--- src/rtl/serial_subtractor.sv ---
// Bit-serial unsigned subtractor: d = a - b - bin, one bit per clock, LSB first,
// through a single full-subtractor cell and a borrow flip-flop.
module serial_subtractor #(
    parameter int WIDTH = 4
) (
    input  logic             clk,
    input  logic             rst,
    input  logic             start,
    input  logic [WIDTH-1:0] a,
    input  logic [WIDTH-1:0] b,
    input  logic             bin,
    output logic             busy,
    output logic             done,
    output logic [WIDTH-1:0] d,
    output logic             bout
);

    localparam int CNT_W = (WIDTH > 1) ? $clog2(WIDTH) : 1;
    localparam logic [CNT_W-1:0] LAST = CNT_W'(WIDTH - 1);

    typedef enum logic [1:0] {IDLE, SHIFT, DONE} state_t;

    state_t           state, state_next;
    logic [WIDTH-1:0] sa, sb, res, res_next;
    logic [CNT_W-1:0] cnt;
    logic             borrow;
    logic             diff, nb, last;

    function automatic logic diff_bit(input logic x, input logic y, input logic bi);
        return x ^ y ^ bi;
    endfunction

    function automatic logic borrow_bit(input logic x, input logic y, input logic bi);
        return (~x & y) | (~(x ^ y) & bi);
    endfunction

    // The single full-subtractor slice, plus the result register with diff inserted at the MSB
    always_comb begin
        diff     = diff_bit(sa[0], sb[0], borrow);
        nb       = borrow_bit(sa[0], sb[0], borrow);
        last     = (cnt == LAST);
        res_next = res >> 1;
        res_next[WIDTH-1] = diff;
    end

    always_comb begin
        state_next = state;
        case (state)
            IDLE:    if (start) state_next = SHIFT;
            SHIFT:   if (last) state_next = DONE;
            DONE:    state_next = IDLE;
            default: state_next = IDLE;
        endcase
    end

    always_ff @(posedge clk) begin
        if (rst) state <= IDLE;
        else     state <= state_next;
    end

    always_ff @(posedge clk) begin
        if (rst) begin
            sa     <= '0;
            sb     <= '0;
            res    <= '0;
            cnt    <= '0;
            borrow <= 1'b0;
            d      <= '0;
            bout   <= 1'b0;
        end else begin
            case (state)
                IDLE: begin
                    if (start) begin
                        sa     <= a;
                        sb     <= b;
                        borrow <= bin;
                        cnt    <= '0;
                    end
                end
                SHIFT: begin
                    sa     <= sa >> 1;
                    sb     <= sb >> 1;
                    res    <= res_next;
                    borrow <= nb;
                    cnt    <= cnt + 1'b1;
                    // Final bit: publish the completed result and the last borrow
                    if (last) begin
                        d    <= res_next;
                        bout <= nb;
                    end
                end
                default: ;
            endcase
        end
    end

    assign busy = (state == SHIFT);
    assign done = (state == DONE);

endmodule

--- config.mk ---
export PLATFORM = sky130hd
export DESIGN_NAME = serial_subtractor
export DESIGN_NICKNAME = d
export VERILOG_FILES = /design/src/rtl/serial_subtractor.sv
export SDC_FILE = /design/constraint.sdc
export NUM_CORES = 1
export LEC_CHECK = 0
export ABC_AREA = 1
export BUFFER_PORTS_ARGS = -buffer_cell sky130_fd_sc_hd__buf_2
export CAP_MARGIN = 40
export CORE_MARGIN = 4
export CORE_UTILIZATION = 52
export CTS_CLUSTER_DIAMETER = 50
export DETAILED_ROUTE_END_ITERATION = 8
export PLACE_DENSITY = 0.76
export SLEW_MARGIN = 25
export SYNTH_ARGS = -nofsm -noshare
export SYNTH_HDL_FRONTEND = slang
export SYNTH_SLANG_ARGS = --single-unit
--- constraint.sdc ---
create_clock -name clk -period 1.9 [get_ports clk]
set_clock_uncertainty 0.2 [all_clocks]
set_input_delay 0.095 -clock clk [delete_from_list [all_inputs] [get_ports clk]]
set_output_delay 0.095 -clock clk [all_outputs]
set_load 0.02 [all_outputs]
* Yosys cells after proc, flatten, opt, wreduce, memory -nomap -nowiden
Index checks and enable logic that the tools add are counted.
** Word-level totals
- Register bits :: 22
- Input port bits :: 12
- Output and inout port bits :: 7
- Word-level logic and storage cells :: 37
** Operators by class
- Add/subtract/negate cells :: 1
- Equality and inequality tests :: 5
- Muxes and demuxes :: 11
- Bitwise logic cells :: 7
- Reductions and logical operators :: 5
** Operators by type and width (number)
- case mux 4 bit (2 select lines) :: 2
- 2-to-1 mux 4 bit :: 2
- case mux 2 bit (2 select lines) :: 2
- 2-to-1 mux 2 bit :: 3
- AND reduction 2 bit :: 3
- == test 2 bit, second input constant :: 2
- adder 2 x 1 -> 2 bit, second input constant :: 1
- AND 1 bit :: 2
- == test 2 x 1 -> 1 bit, second input constant :: 1
- zero test 2 bit :: 1
- inequality test 2 x 1 -> 1 bit, second input constant :: 1
- inequality test 2 bit, second input constant :: 1
- NOT 1 bit :: 2
- case mux 1 bit (2 select lines) :: 1
- nonzero test 2 bit :: 1
- bitwise XOR 1 bit :: 2
- 2-to-1 mux 1 bit :: 1
- OR 1 bit :: 1

* Longest topological paths before layout
Gate-level depths: netlist of run 1.
- Depth in word-level cells :: 5
- Gate-level depth with buffers :: 7
- Gate-level depth less buffers :: 7

* Least setup slack after synthesis of run 1
Ideal clock, no wire load.
- Kind :: register to register
- From :: reg sb[0]
- To :: reg res[3]
- Setup time :: 116 ps
- Arrival time :: 1006 ps
- Data required time :: 1584 ps
- Slack :: 579 ps
- Stages on the path, launching flop included :: 5
- Buffers on the path :: 0
- Period minus slack after synthesis :: 1321 ps
- Path through :: dfxtp_1 > inv_1 > fa_1 > o21ai_0 > nor2_1
** On the way
- Cells in the longest elaborated chain, start to end :: 2
** Ends and longest elaborated chain
- start, declared :: line 24 : logic [WIDTH-1:0] sa, sb, res, res_next;
- start signal, assigned :: line 82 : sb <= sb >> 1;
- bitwise XOR 1 bit (2 in a row) :: line 30 : return x ^ y ^ bi;
- net diff :: line 27 : logic diff, nb, last;
- end signal, assigned :: line 83 : res <= res_next;
- end, declared :: line 24
The timed path passes the listed nets, and every way through them passes these cells.
A chain may end at the register's enable or synchronous reset.

* Final worst setup path of run 1
- From :: reg state[1]
- To :: reg sa[0]
** On the way
- Cells in the longest elaborated chain, start to end :: 3
- Elaborated cells on any way between the ends :: 6
- Classes of those cells :: 2 x eq/ne; 1 x mux; 3 x reduce/logical
** Ends and longest elaborated chain
- start, declared :: line 23 : state_t state, state_next;
- start signal, assigned :: line 58 : else state <= state_next;
- == test 2 x 1 -> 1 bit or zero test 2 bit (tied branches) :: line 71 : case (state)
- nonzero test 2 bit (no source line) or inequality test 2 bit (tied branches)
- AND reduction 2 bit (no source line)
- end signal, assigned :: line 81 : sa <= sa >> 1;
- end, declared :: line 24
Parallel ways exist; a longest one is shown, timed or not.

==> results of run 1 <==
## placed cells by master, fill, tap and decap left out, types with 3 or more instances in the layout
master / count
nand2_1: 23
dfxtp_1: 20
inv_1: 19
buf_2: 18
dlygate4sd3_1: 17
nor2_1: 15
nand3_1: 15
a21oi_1: 10
o21ai_0: 9
clkbuf_4: 3
## power groups by stage
stage	Clock (uW)	Combinational, uW	Sequential [uW]
floorplan	0	103	488
global placement	0	124	492
detailed placement	0	127	494
CTS	217	156	484
global route	237	187	488
finish	214	165	485
## metrics by stage
step	std cells	total power, uW	hold slack, ns	worst slack, ns	instance area [sq um]
2_1_floorplan	127	592	0.0378	0.579	948
3_3_place_gp	167	616	0.144	0.571	1040
3_5_place_dp	167	621	0.148	0.528	1040
4_1_cts	188	857	0.280	0.0176	1240
5_1_grt	189	913	0.300	0.0116	1260
6_report	189	863	0.277	0.0892	1260
## worst min-delay path: stages (launching register included)
cell and delay [ns]:
dfxtp_1 0.33, nand3_1 0.07, nand2_1 0.05
## cells by family (layout without fill, tap and decap cells)
logic type | count (synthesis) | in the layout
compound gates | 21 | 22
fa+ha+maj | 2 | 2
buf+inv | 25 | 61
flops | 21 | 21
simple gates | 58 | 58
## registers in the layout, indices dropped and copies added, names as in the netlist
signal	flops
d	4
sa	4
sb	4
res	3
cnt	2
state	2
borrow	1
bout	1
## area by class of cell
class,instances,area share (%)
repair buffers,36,21.2
well taps,25,2.48
clock buffers,4,2.08
multi-input cells,82,34.3
inverters,21,6.63
flip-flops and latches,21,33.4
## repair_timing
action,CTS,global route
gates resized for setup,0,5
hold buffers,17,0
hold endpoints to repair,10,0
buffers inserted,0,0
setup endpoints to repair,0,6
## per-layer routing
metal  track usage (%)  vias up  routed length [um]
li1                  -      472                   -
met4              11.2        0                  29
met2              32.8       20                1100
met1              20.1      418                 934
met3              3.56        4                  85
met5                 0        -                   0
## synth_stat cells
master,count
dfxtp_1,21
nand2_2,1
inv_4,1
buf_6,2
ha_1,1
nand2_8,1
nor2_4,1
nand2_1,24
o21ai_4,1
nand3_1,15
nor2_1,16
fa_1,1
o21ai_0,9
inv_1,19
a21oi_1,10
inv_2,1
buf_2,2
o21a_1,1
## worst max path at each step
| stage | startpoint | end | slack, ns | depth (start not counted) |
|---|---|---|---|---|
| final | state[1]$_SDFFE_PP0P_ | sa[0]$_SDFFE_PP0P_ | 0.09 | 6 |
| after global routing | state[0]$_SDFFE_PP0P_ | sb[0]$_SDFFE_PP0P_ | 0.01 | 5 |
| after CTS | state[0]$_SDFFE_PP0P_ | sa[0]$_SDFFE_PP0P_ | 0.02 | 5 |
| after detailed placement | sb[0]$_SDFFE_PP0P_ | res[3]$_SDFFE_PP0P_ | 0.53 | 4 |
| after global placement | sb[0]$_SDFFE_PP0P_ | res[3]$_SDFFE_PP0P_ | 0.57 | 4 |
| after floorplan | sb[0]$_SDFFE_PP0P_ | res[3]$_SDFFE_PP0P_ | 0.58 | 4 |
==> flow_metrics.tcl, run 1 <==
set metrics [dict create \
    netlist.top_cell.by_area "dfxtp_1" \
    clockPowerShare_pct 24.8 \
    setup_viol 0 \
    die_area_sq_um 2570 \
    synthXorXnorAreaFrac_pct 0 \
    synth.cell_area_sq_um 948 \
    cellLeakagePower_uw 0.000613 \
    avgRoutedWirePerCell_um 11.4 \
    p_seq_share_pct 56.1 \
    holdPathStages 2 \
    coreArea_sq_um 1730 \
    rows 15 \
    gp_congestion 0.768 \
    die_h_um 50.7 \
    syn_area_per_cell_sq_um 7.47 \
    drv_slew 0 \
    clk_pin_slew_ns 0.11 \
    p_sw_share_pct 27.3 \
    min_to "d[2]$_SDFFE_PP0P_" \
    grt_max_degree 15 \
    max-vdd-ir-drop_uv 563 \
    r2r_cells 6 \
    r2r_slack_ns 0.09 \
    synth_fp_nets 141 \
    power_density_nw_per_um2 683 \
    fin_setup_tns_ns 0 \
    drc_errors 0 \
    worst-setup-path-type "flop to flop" \
    first_global_vias 855 \
    clock.fmax_ghz 0.552 \
    cp_cell_sequence "clkinv_4 -> nand2_8 -> nand2_4 -> nand3_1 -> a21oi_1 -> dlygate4sd3_1" \
    dr.pass1.iters 4 \
    regArea_sq_um 422 \
    htreeDepth 1 \
    grt_antenna_before_repair 0 \
    cts_tree "done" \
    r2r_start "state[1]$_SDFFE_PP0P_" \
    endpoint_kind "flop" \
    cts_made_buffers 3 \
    cap_violations 0 \
    ys_seq_area_share_pct 44.3 \
    syn-instance-count 127 \
    synth_top_family_by_area "simple AND/OR/NAND/NOR gates" \
    fin_nets 179 \
    synth_mux_area_share_pct 0 \
    clock-sinks 21 \
    io_pins 19 \
    fill_cells 150 \
    critPathMaxStageDelay_ns 0.57 \
    wl_um 2150 \
    start_util_pct 54.9 \
    synth-simple-area-share_pct 27.7 \
    combPwrFrac_pct 19.1 \
    via_per_inst 4.84 \
    p_int_uw 628 \
    cts_buffer_depth 2 \
    hpwl_um 1270 \
    track_usage_pct 18.5 \
    synth_fa_ha_area_share_pct 3.43 \
    p_switching_uw 236 \
    synth_compound_area_share_pct 12.5 \
    min-delay-path-class "flop to flop" \
    finalCritPeriodShare_pct 95.3 \
    ys_ff_latch 21 \
    clk_latency_ns 0.30 \
    rr_endpoint "sa[0]$_SDFFE_PP0P_" \
    slew_headroom_pct 78.8 \
    slowest_stage "dlygate4sd3_1" \
    start_kind "flop" \
    min_period_ns 1.81 \
    grt_pass1_wl_um 3600 \
    rsz0062_at_grt "false" \
    diodes 0 \
    die_w_um 50.7 \
    crit_arrival_ns 1.80 \
    cp_max_fo 14 \
    worst_pin_slew_ns 0.318 \
    synth_cell_types 18 \
    crit_required_ns 1.89 \
    hold_violations 0 \
    numPortBuffers 18 \
    final_layout_size_suffix_gt1_share_pct 19.5 \
    worstHoldStart "d[2]$_SDFFE_PP0P_" \
    netlist_top_cells_area "dfxtp_1 (44%), nand2_1 (9.5%), nand3_1 (7.9%), inv_1 (7.5%), nor2_1 (6.3%)" \
    grt.overflow.total 0 \
    ant_nets 0 \
    yosys_warnings 0 \
    cpLargestDelayFamily "buffers and inverters" \
    synth_top_area_share_pct 44.3 \
    vias 914 \
    status "finished clean" \
    crit_buf_inv 2 \
    syn_to_final_growth_pct 33.2 \
    utilization_pct 73.2 \
    root_buffer "clkbuf_4" \
    drt_iter0_drc 17 \
    multi_input_comb_area_sq_um 433 \
]
Power figures use the tool's default switching activity.
==> run 2: changes to the inputs <==
--- a/config.mk
+++ b/config.mk
@@ -8,11 +8,11 @@
 export ABC_AREA = 1
 export BUFFER_PORTS_ARGS = -buffer_cell sky130_fd_sc_hd__buf_2
 export CAP_MARGIN = 40
+export CORE_ASPECT_RATIO = 1.2
 export CORE_MARGIN = 4
-export CORE_UTILIZATION = 52
+export CORE_UTILIZATION = 32
 export CTS_CLUSTER_DIAMETER = 50
 export DETAILED_ROUTE_END_ITERATION = 8
-export PLACE_DENSITY = 0.76
 export SLEW_MARGIN = 25
 export SYNTH_ARGS = -nofsm -noshare
 export SYNTH_HDL_FRONTEND = slang
==> constraint.sdc (replaced) <==
create_clock -name clk -period 2.2 [get_ports clk]
set_clock_uncertainty 0.2 [all_clocks]
set_input_delay 0.11 -clock clk [delete_from_list [all_inputs] [get_ports clk]]
set_output_delay 0.11 -clock clk [all_outputs]
set_load 0.02 [all_outputs]
==> flow_metrics.tcl, run 2 (same netlist as run 1, synthesis figures left out) <==
set metrics [dict create \
    status "finished clean" \
    track_usage_pct 11.5 \
    cts_resized 0 \
    worst_pin_slew_ns 0.516 \
    cp_cell_sequence "nand2_8 -> nand2_2 -> nand3_1 -> a21oi_1 -> dlygate4sd3_1" \
    cellLeakagePower_uw 0.000578 \
    start_kind "flop" \
    rows 21 \
    grt_pass1_wl_um 3570 \
    start_util_pct 33.7 \
    cp_max_fo 14 \
    crit_required_ns 2.26 \
    die_w_um 57.7 \
    max-vdd-ir-drop_uv 418 \
    preCtsSetupSlack_ns 0.705 \
    die_h_um 67.6 \
    cts_made_buffers 3 \
    final_layout_size_suffix_gt1_share_pct 17.1 \
    worstHoldStart "cnt[0]$_SDFFE_PP0P_" \
    root_buffer "clkbuf_4" \
    first_global_vias 893 \
    dr_wl_met2_um 934 \
    min-delay-path-class "flop to flop" \
    via_per_inst 4.60 \
    final_common_cell "nand2_1" \
    drc_errors 0 \
    drv_slew 0 \
    gp_congestion 0.854 \
    diodes 0 \
    grt.overflow.total 0 \
    cpLargestDelayFamily "flip-flops" \
    critPathMaxStageDelay_ns 0.67 \
    crit_arrival_ns 2.06 \
    clock-sinks 21 \
    r2r_start "state[0]$_SDFFE_PP0P_" \
    placed_cell_area_sq_um 1050 \
    fin_cells 192 \
    slowest_stage "dfxtp_1" \
    slew_headroom_pct 65.6 \
    hold_violations 0 \
    fill_cells 291 \
    worst-setup-path-type "flop to flop" \
    io_pins 19 \
    min_period_ns 2.00 \
    post_cts_buffers 0 \
    clock.fmax_ghz 0.499 \
    power_density_nw_per_um2 608 \
    coreArea_sq_um 2810 \
    setup_ws_ns 0.195 \
    hpwl_um 1420 \
    numPortBuffers 18 \
    m1WireLength_um 881 \
    crit_start "state[0]$_SDFFE_PP0P_" \
    drt_iter0_drc 22 \
    cap_violations 0 \
    clk_latency_ns 0.30 \
    dp_cells 175 \
    top_regs "d x4, sa x4, sb x4" \
    ant_nets 0 \
    crit_buf_inv 1 \
    fin_nets 173 \
    rsz0062_at_grt "false" \
    syn_to_final_growth_pct 27.0 \
    stdcell_area_sq_um 1200 \
    highest_layer "met4" \
    finalCritPeriodShare_pct 91.1 \
    clk_pin_slew_ns 0.12 \
    vias 884 \
    htreeDepth 1 \
    grt_antenna_before_repair 0 \
    endpoint_kind "flop" \
    wl_um 1970 \
    grt_max_degree 15 \
    holdWs_ns 0.267 \
    cts_tree "done" \
    fin_setup_tns_ns 0 \
    dr.pass1.iters 4 \
    avgRoutedWirePerCell_um 10.3 \
    die_area_sq_um 3900 \
    final_cell_mix "nand2_1 (24), dfxtp_1 (21), inv_1 (19)" \
    cts_buffer_depth 2 \
    setup_viol 0 \
    wl_met3_um 151 \
]
## run 2: cell count changes in the layout (fill, tap and decap cells not counted), sizes merged
cell,change
buf,-1
inv,+1
o21ai,-1
dlygate4sd3,-4
clkinv,-1
## run 2: where the power goes
group	internal, uW	leakage (uW)	total, uW	switching [uW]
clock	70.7	0.0000150	188	117
sequential	403	0.000172	421	18.3
combinational	58.2	0.000391	123	64.8
total	532	0.000578	732	200
## run 2: final timing paths
| path | end | slack (ns) | depth (start not counted) |
|---|---|---|---|
| hold reg to reg | cnt[0]$_SDFFE_PP0P_ | 0.27 | 1 |
| setup / recovery | sb[0]$_SDFFE_PP0P_ | 0.20 | 5 |
| setup reg to reg | sb[0]$_SDFFE_PP0P_ | 0.20 | 5 |
| hold / removal | cnt[0]$_SDFFE_PP0P_ | 0.27 | 1 |
## run 2: repair_timing
| action | in CTS | in global routing |
|---|---|---|
| hold endpoints to repair | 10 | 0 |
| endpoints found under the setup margin | 0 | 0 |
| hold buffers | 13 | 0 |
## run 2: cell type report
type                    instances  area (sq um)  share of cell area, %
clock buffers                   4          26.3                   2.18
inverters                      21          81.3                   6.75
multi-input cells              81           414                   34.4
flip-flops and latches         21           420                   34.9
well taps                      34          42.5                   3.53
repair buffers                 31           220                   18.3
## run 2: layer usage
| layer | track usage (%) | vias up |
|---|---|---|
| met4 | 2.32 | 0 |
| met3 | 4.02 | 2 |
| li1 | - | 459 |
| met5 | 0 | - |
| met2 | 20.9 | 35 |
| met1 | 12.9 | 388 |
## run 2: per-stage QoR
step | util [%] | power (uW)
floorplan | - | 511
global placement | 37.3 | 533
detailed placement | 37.3 | 535
CTS | 42.9 | 743
global route | 42.9 | 777
finish | 42.9 | 732
